[src/rtl/arbitro_direcciones.sv]
// Burst address arbiter: grants one of N_CH requesters and walks its burst one address per step.
// Address valid one cycle after the granting edge; step is the only backpressure and holds all outputs when low.
module arbitro_direcciones #(
  parameter int          N_CH      = 3,
  parameter int          AW        = 4,
  parameter int          LW        = 4,
  parameter int          MODE      = 0,
  parameter logic [AW-1:0] IDLE_ADDR = '0,
  localparam int         GW        = (N_CH > 2) ? $clog2(N_CH) : 1
) (
  input  logic                 clk,
  input  logic                 reset,
  input  logic [N_CH-1:0]      req,
  input  logic [N_CH*AW-1:0]   base_addr,
  input  logic [N_CH*LW-1:0]   burst_len,
  input  logic                 step,
  output logic [AW-1:0]        Address_WR,
  output logic                 addr_valid,
  output logic [N_CH-1:0]      grant,
  output logic [GW-1:0]        grant_idx,
  output logic                 busy,
  output logic [N_CH-1:0]      done
);

  typedef enum logic [1:0] {
    ST_IDLE = 2'd0,
    ST_RUN  = 2'd1,
    ST_DONE = 2'd2
  } state_t;

  state_t          state_q, state_d;
  logic [AW-1:0]   addr_q, addr_d;
  logic [LW-1:0]   rem_q, rem_d;
  logic [GW-1:0]   gidx_q, gidx_d;
  logic [GW-1:0]   rr_ptr_q, rr_ptr_d;

  logic            win_vld;
  logic [GW-1:0]   win_idx;
  logic [AW-1:0]   win_base;
  logic [LW-1:0]   win_len;
  int              best_rank;
  int              rank;
  logic [N_CH-1:0] gidx_dec;

  // Lowest rank wins: fixed priority ranks by descending index,
  // round-robin ranks by distance above the last granted channel.
  always_comb begin
    win_vld   = 1'b0;
    win_idx   = '0;
    win_base  = base_addr[AW-1:0];
    win_len   = burst_len[LW-1:0];
    best_rank = N_CH;
    rank      = 0;
    for (int i = 0; i < N_CH; i++) begin
      if (MODE == 0) begin
        rank = N_CH - 1 - i;
      end else begin
        rank = (i + 2 * N_CH - 1 - int'(rr_ptr_q)) % N_CH;
      end
      if (req[i] && (rank < best_rank)) begin
        best_rank = rank;
        win_vld   = 1'b1;
        win_idx   = GW'(i);
        win_base  = base_addr[i*AW +: AW];
        win_len   = burst_len[i*LW +: LW];
      end
    end
  end

  always_comb begin
    state_d  = state_q;
    addr_d   = addr_q;
    rem_d    = rem_q;
    gidx_d   = gidx_q;
    rr_ptr_d = rr_ptr_q;
    case (state_q)
      ST_IDLE: begin
        if (win_vld) begin
          state_d = ST_RUN;
          gidx_d  = win_idx;
          addr_d  = win_base;
          rem_d   = (win_len == '0) ? LW'(1) : win_len;
          if (MODE != 0) begin
            rr_ptr_d = win_idx;
          end
        end
      end
      ST_RUN: begin
        if (step) begin
          if (rem_q == LW'(1)) begin
            state_d = ST_DONE;
          end else begin
            addr_d = addr_q + AW'(1);
            rem_d  = rem_q - LW'(1);
          end
        end
      end
      ST_DONE: begin
        state_d = ST_IDLE;
      end
      default: begin
        state_d = ST_IDLE;
      end
    endcase
  end

  always_ff @(posedge clk or negedge reset) begin
    if (!reset) begin
      state_q  <= ST_IDLE;
      addr_q   <= IDLE_ADDR;
      rem_q    <= '0;
      gidx_q   <= '0;
      rr_ptr_q <= GW'(N_CH - 1);
    end else begin
      state_q  <= state_d;
      addr_q   <= addr_d;
      rem_q    <= rem_d;
      gidx_q   <= gidx_d;
      rr_ptr_q <= rr_ptr_d;
    end
  end

  always_comb begin
    gidx_dec = '0;
    for (int i = 0; i < N_CH; i++) begin
      gidx_dec[i] = (gidx_q == GW'(i));
    end
  end

  // Outputs decode straight from state so an asynchronous reset clears them immediately.
  assign addr_valid = (state_q == ST_RUN);
  assign Address_WR = addr_valid ? addr_q : IDLE_ADDR;
  assign grant      = addr_valid ? gidx_dec : '0;
  assign grant_idx  = addr_valid ? gidx_q : '0;
  assign busy       = (state_q != ST_IDLE);
  assign done       = (state_q == ST_DONE) ? gidx_dec : '0;

endmodule

[config.mk]
export PLATFORM = sky130hd
export DESIGN_NAME = arbitro_direcciones
export DESIGN_NICKNAME = d
export VERILOG_FILES = /design/src/rtl/arbitro_direcciones.sv
export SDC_FILE = /design/constraint.sdc
export NUM_CORES = 1
export LEC_CHECK = 0
export ABC_AREA = 1
export BUFFER_PORTS_ARGS = -buffer_cell sky130_fd_sc_hd__buf_2
export CAP_MARGIN = 40
export CORE_MARGIN = 3
export CORE_UTILIZATION = 46
export CTS_CLUSTER_DIAMETER = 120
export DETAILED_ROUTE_END_ITERATION = 16
export GPL_TIMING_DRIVEN = 0
export PLACE_DENSITY = 0.76
export SYNTH_ARGS = -nofsm -noshare
export SYNTH_HDL_FRONTEND = slang
export SYNTH_SLANG_ARGS = --single-unit
[constraint.sdc]
create_clock -name clk -period 1.62 [get_ports clk]
set_clock_uncertainty 0.2 [all_clocks]
set_input_delay 0.243 -clock clk [delete_from_list [all_inputs] [get_ports clk]]
set_output_delay 0.243 -clock clk [all_outputs]
set_load 0.02 [all_outputs]
======== Word-level counts from Yosys, hierarchy flattened ========
Cells that the tools add are included.
storage, ports and cells
  register bits ........................... 12
  input port bits ......................... 30
  output and inout port bits .............. 14
  logic and storage cells ................. 55
operators by class
  add/subtract/negate cells ............... 2
  order comparisons ....................... 2
  equality and inequality tests ........... 9
  muxes and demuxes ....................... 28
  reduce and logical (&&, ||, !) cells .... 10
operators with widths
  cell                                                                     count
  4-bit two-way mux                                                        12
  1-bit by 32-bit < comparator with 1-bit output, first input constant     1
  4-bit one-hot mux with 2 select lines                                    2
  2-bit two-way mux                                                        6
  3-bit two-way mux                                                        2
  2-bit inequality test, second input constant                             3
  1-bit two-way mux                                                        5
  4-bit by 1-bit adder with 4-bit output, second input constant            1
  2-bit by 1-bit equality test with 1-bit output, second input constant    2
  2-bit equality test, second input constant                               2
  4-bit by 1-bit equality test with 1-bit output, second input constant    1
  2-bit zero test                                                          2
  4-bit zero test                                                          1
  2-bit one-hot mux with 2 select lines                                    1
  4-bit AND reduction                                                      1
  2-bit nonzero test                                                       2
  4-bit by 1-bit subtractor with 4-bit output, second input constant       1
  3-bit AND reduction                                                      1
  1-bit logical AND                                                        2
  1-bit by 2-bit < comparator with 1-bit output, first input constant      1
  2-bit by 1-bit inequality test with 1-bit output, second input constant  1
  2-bit AND reduction                                                      1

======== Longest topological paths before layout ========
  depth after elaboration ................. 11
  gate-level depth with buffers ........... 9
  gate-level depth less buffers ........... 8

======== Least setup slack after synthesis ========
No wires, ideal clock.
  kind .................................... reg-to-output
  start point ............................. reg state_q[1]
  end point ............................... out grant[0]
  data arrival time ....................... 1.208 ns
  data required time ...................... 1.177 ns
  slack ................................... -0.031 ns
  stages on the path, launching flop included .. 5
  path buffers ............................ 1
  cells stage by stage .................... dfrtp_1 inv_1 nand2_1 clkbuf_1 nor3_1
on the way
  word-level cells in the longest chain between the ends .. 2
ends and longest elaborated chain
  what                                            line  source
  from (decl)                                     31    state_t state_q, state_d;
  from (signal assigned)                          115   state_q <= state_d;
  2-bit by 1-bit equality test with 1-bit output  131   assign addr_valid = (state_q == ST_RUN);
  3-bit two-way mux                               133   assign grant = addr_valid ? gidx_dec : '0;
  to (decl)                                       19    output logic [N_CH-1:0] grant,
No other way between the ends.

======== Worst setup path in the final report ========
  start point ............................. reg state_q[1]
  end point ............................... out grant[2]
The elaborated chain is that of the path after synthesis.

==> key figures <==
Outcome
  • Run status: finished with violations
  • Failing checks: setup timing

STA
  • Setup violators final: 8
  • Worst slew pin tran: roughly 0.30 ns
  • Final hold vios: 0
  • Slew margin rel.: between 80% and 90%
  • Fin. max-slew vios: 0
  • Final Worst Setup Slack: -0.0956 ns
  • Period minus WS final: 1.72 ns
  • RSZ-0062 raised after global routing: yes
  • Fin crit share: 106%
  • Max Fclk: 583 MHz
  • Final hold slack: 0.149 ns

Routing
  • Vias/cell: just over 5
  • DR pass1 iterations: 4
  • Routed WL: approximately 3000 um
  • Via Count: ~1,100
  • Wire length per cell: 13.6 um
  • Final ANT Viol Nets: 0
  • DRC viols: 0
  • Initial DRC count: 40

Floorplanning
  • Row cnt: 15
  • Die ar.: 0.00264 mm2
  • Die Wd: 51.4 um
  • Starting Density: 51.6%
  • Core Area: between 0.0015 and 0.002 mm2
  • I/O pin cnt: 44
  • Die height: just over 50 um

Clocking
  • CTS sink count: 12
  • Worst-skew pair later-pin latency: 0.27 ns
  • H-tree depth: 1
  • Clock-pin slew on the worst setup and hold paths: 0.08 ns
  • CTS tree: yes
  • CTS Buffer Depth: 2
  • Num CTS Buffers: 3
  • Root buf cell: clkbuf_4

Yosys
  • Mapped Cells: 142
  • Yosys top cell by area: dfrtp_1
  • Synth area leaders: dfrtp_1, nand2_1, nand3_1
  • Synth warn: 0
  • Sequential share of the synthesized area: 31.7%
  • Avg Inst Size Synth: approximately 6.7 um2
  • Main synth FF type: dfrtp_1
  • Count leader, synth: nand2_1
  • Syn Nets: 175
  • Synth cell types: 23
  • Seq cells post-synth: 12
  • Synth Cell Area: 948 um2
  • EDFF count, synth: 0
  • FFs w/ async S/R, synth: 100%
  • Synth top cells by count: nand2_1, inv_1, dfrtp_1, nand3_1, nor2_1
  • Yosys top cell area share: around a third

Global route
  • Pin count of the biggest net entering global routing: 13
  • Initial antenna violation count: 0
  • GRT overflow: 0
  • GRT Resource Usage Total: between 20% and 30%
  • Vias in the first global route: ~1,000
  • First-pass GRT wire length: between 4000 and 5000 um

Placement
  • Post-DP HPWL: 2010 um
  • Post-placement cell count: 210
  • I/O Buffers: 43
  • Final RePlAce weighted congestion: 0.819

Power and ir drop
  • Pwr/cell area: 1910 mW/mm2
  • Pleak: 0.754 nW
  • Peak supply drop: 0.00104 V

Finish
  • N_diodes: 0
  • Total Nets Final: 232
  • Finished Layout Cells: 222
  • Share of layout cells above drive strength 1: 43.1%
  • Area delta synth->final: 51.5%

Worst setup path
  • CP max FO: 5
  • Crit end category: output pin
  • Crit-path slowest cell: dfrtp_1
  • Crit path required time: 1.18 ns
  • Critical Path AT: around 1.3 ns
  • Worst path top cell family by delay: flip-flops
  • CP startpoint kind: register
  • Reg-to-reg endpoint: addr_q[1]$_DFFE_PN0P_
  • Crit-path max cell delay: approximately 0.4 ns
  • CP cell instances: inv_1, nand2_2, buf_8, nor3_2, buf_4
  • R2R Path Start: state_q[1]$_DFFE_PN0P_
  • Worst R2R Path Depth: 8
  • Worst R2R Setup Slack: ~0.11 ns
  • Crit path kind: register to output pin
  • Buffers & Inverters on Critical Path: 3

Run
  • Max Cap Viol: 0

Min path
  • Hold path endpoint: addr_q[1]$_DFFE_PN0P_
  • Worst min-delay path class: input pin to register
  • Hold Path Depth: 5
  • Hold Crit Start: base_addr[1]
-- cell families after synthesis --
| kind of cell | share of synthesized area, % |
|---|---|
| fa+ha+maj | 3.96 |
| xor+xnor | 1.85 |
| compound gates | 12.1 |
| simple gates | 40.8 |
| flops | 31.7 |
| buf+inv | 9.63 |
-- layer usage --
metal,share of wire (%),global-route usage (%)
met5,0,0
met4,0.50,4.37
met3,5.7,2.92
met2,54,40.9
met1,39,26.3
-- through the flow --
| step | setup TNS (ns) | utilization (%) | worst slack, ns | area [um2] | total power, mW |
|---|---|---|---|---|---|
| global route | -0.938 | 78.1 | -0.133 | 1440 | 2.97 |
| global placement | -0.0432 | 65.0 | -0.0153 | 1190 | 1.99 |
| finish | -0.227 | 78.1 | -0.0956 | 1440 | 2.74 |
| CTS | -0.259 | 72.0 | -0.0424 | 1330 | 2.44 |
| detailed placement | -0.347 | 65.0 | -0.0560 | 1190 | 2.04 |
| floorplan | -0.0938 | - | -0.0313 | 948 | 1.66 |
-- power by group --
group	internal [mW]	total (mW)	switching, mW
registers	0.453	0.599	0.146
logic	0.836	1.95	1.11
clock network	0.0857	0.187	0.101
-- worst max-delay path by stage --
stage / end / cells past startpoint / from / slack, ns
2_1_floorplan: grant[0] / 4 / state_q[1]$_DFFE_PN0P_ / -0.03
3_3_place_gp: grant[1] / 5 / state_q[1]$_DFFE_PN0P_ / -0.02
3_5_place_dp: grant[1] / 5 / state_q[1]$_DFFE_PN0P_ / -0.06
4_1_cts: grant[1] / 5 / state_q[1]$_DFFE_PN0P_ / -0.04
5_1_grt: grant[2] / 5 / state_q[1]$_DFFE_PN0P_ / -0.13
6_report: grant[2] / 5 / state_q[1]$_DFFE_PN0P_ / -0.1
-- repair_timing --
action / CTS / global route
resized for setup: 22 / 24
hold buffers: 2 / 0
cloned: 1 / 0
hold endpoints to repair: 13 / 0
endpoints found under the setup margin: 11 / 18
buffers inserted: 2 / 4
pin swaps: 1 / 3
-- worst reg2reg max path: cells and delay by family, from the launching register on --
family	cells	cell delay, ns
flops	1	0.40
buf+inv	2	0.29
simple gates	5	0.50
compound gates	1	0.08
-- cell usage in the layout (no fill, tap or decap), types with 4 or more instances in the layout --
master   Yosys  routed
nor3_2       0       4
nand2_2      3       4
buf_4        1      16
a21oi_1      6       6
nor2_1      10       5
nor2_4       3       7
nand2_1     50      48
buf_6        1       7
o21ai_0      8       8
buf_2        0      29
inv_1       14      14
dfrtp_1     12       9
nand3_1     11      11
-- sequential cells by signal (all words and copies together), names as in the netlist --
name,count
state_q,2
gidx_q,2
addr_q,4
rem_q,4
-- layout make-up --
type / instances / area [um2]
inverters: 17 / 68.8
fillers: 131 / 403
flip-flops and latches: 12 / 304
clock buffers: 3 / 22.5
well taps: 25 / 31.3
repair buffers: 52 / 345
multi-input cells: 110 / 631
plain buffers: 3 / 33.8
No activity file was read; power rests on OpenSTA's default activity.
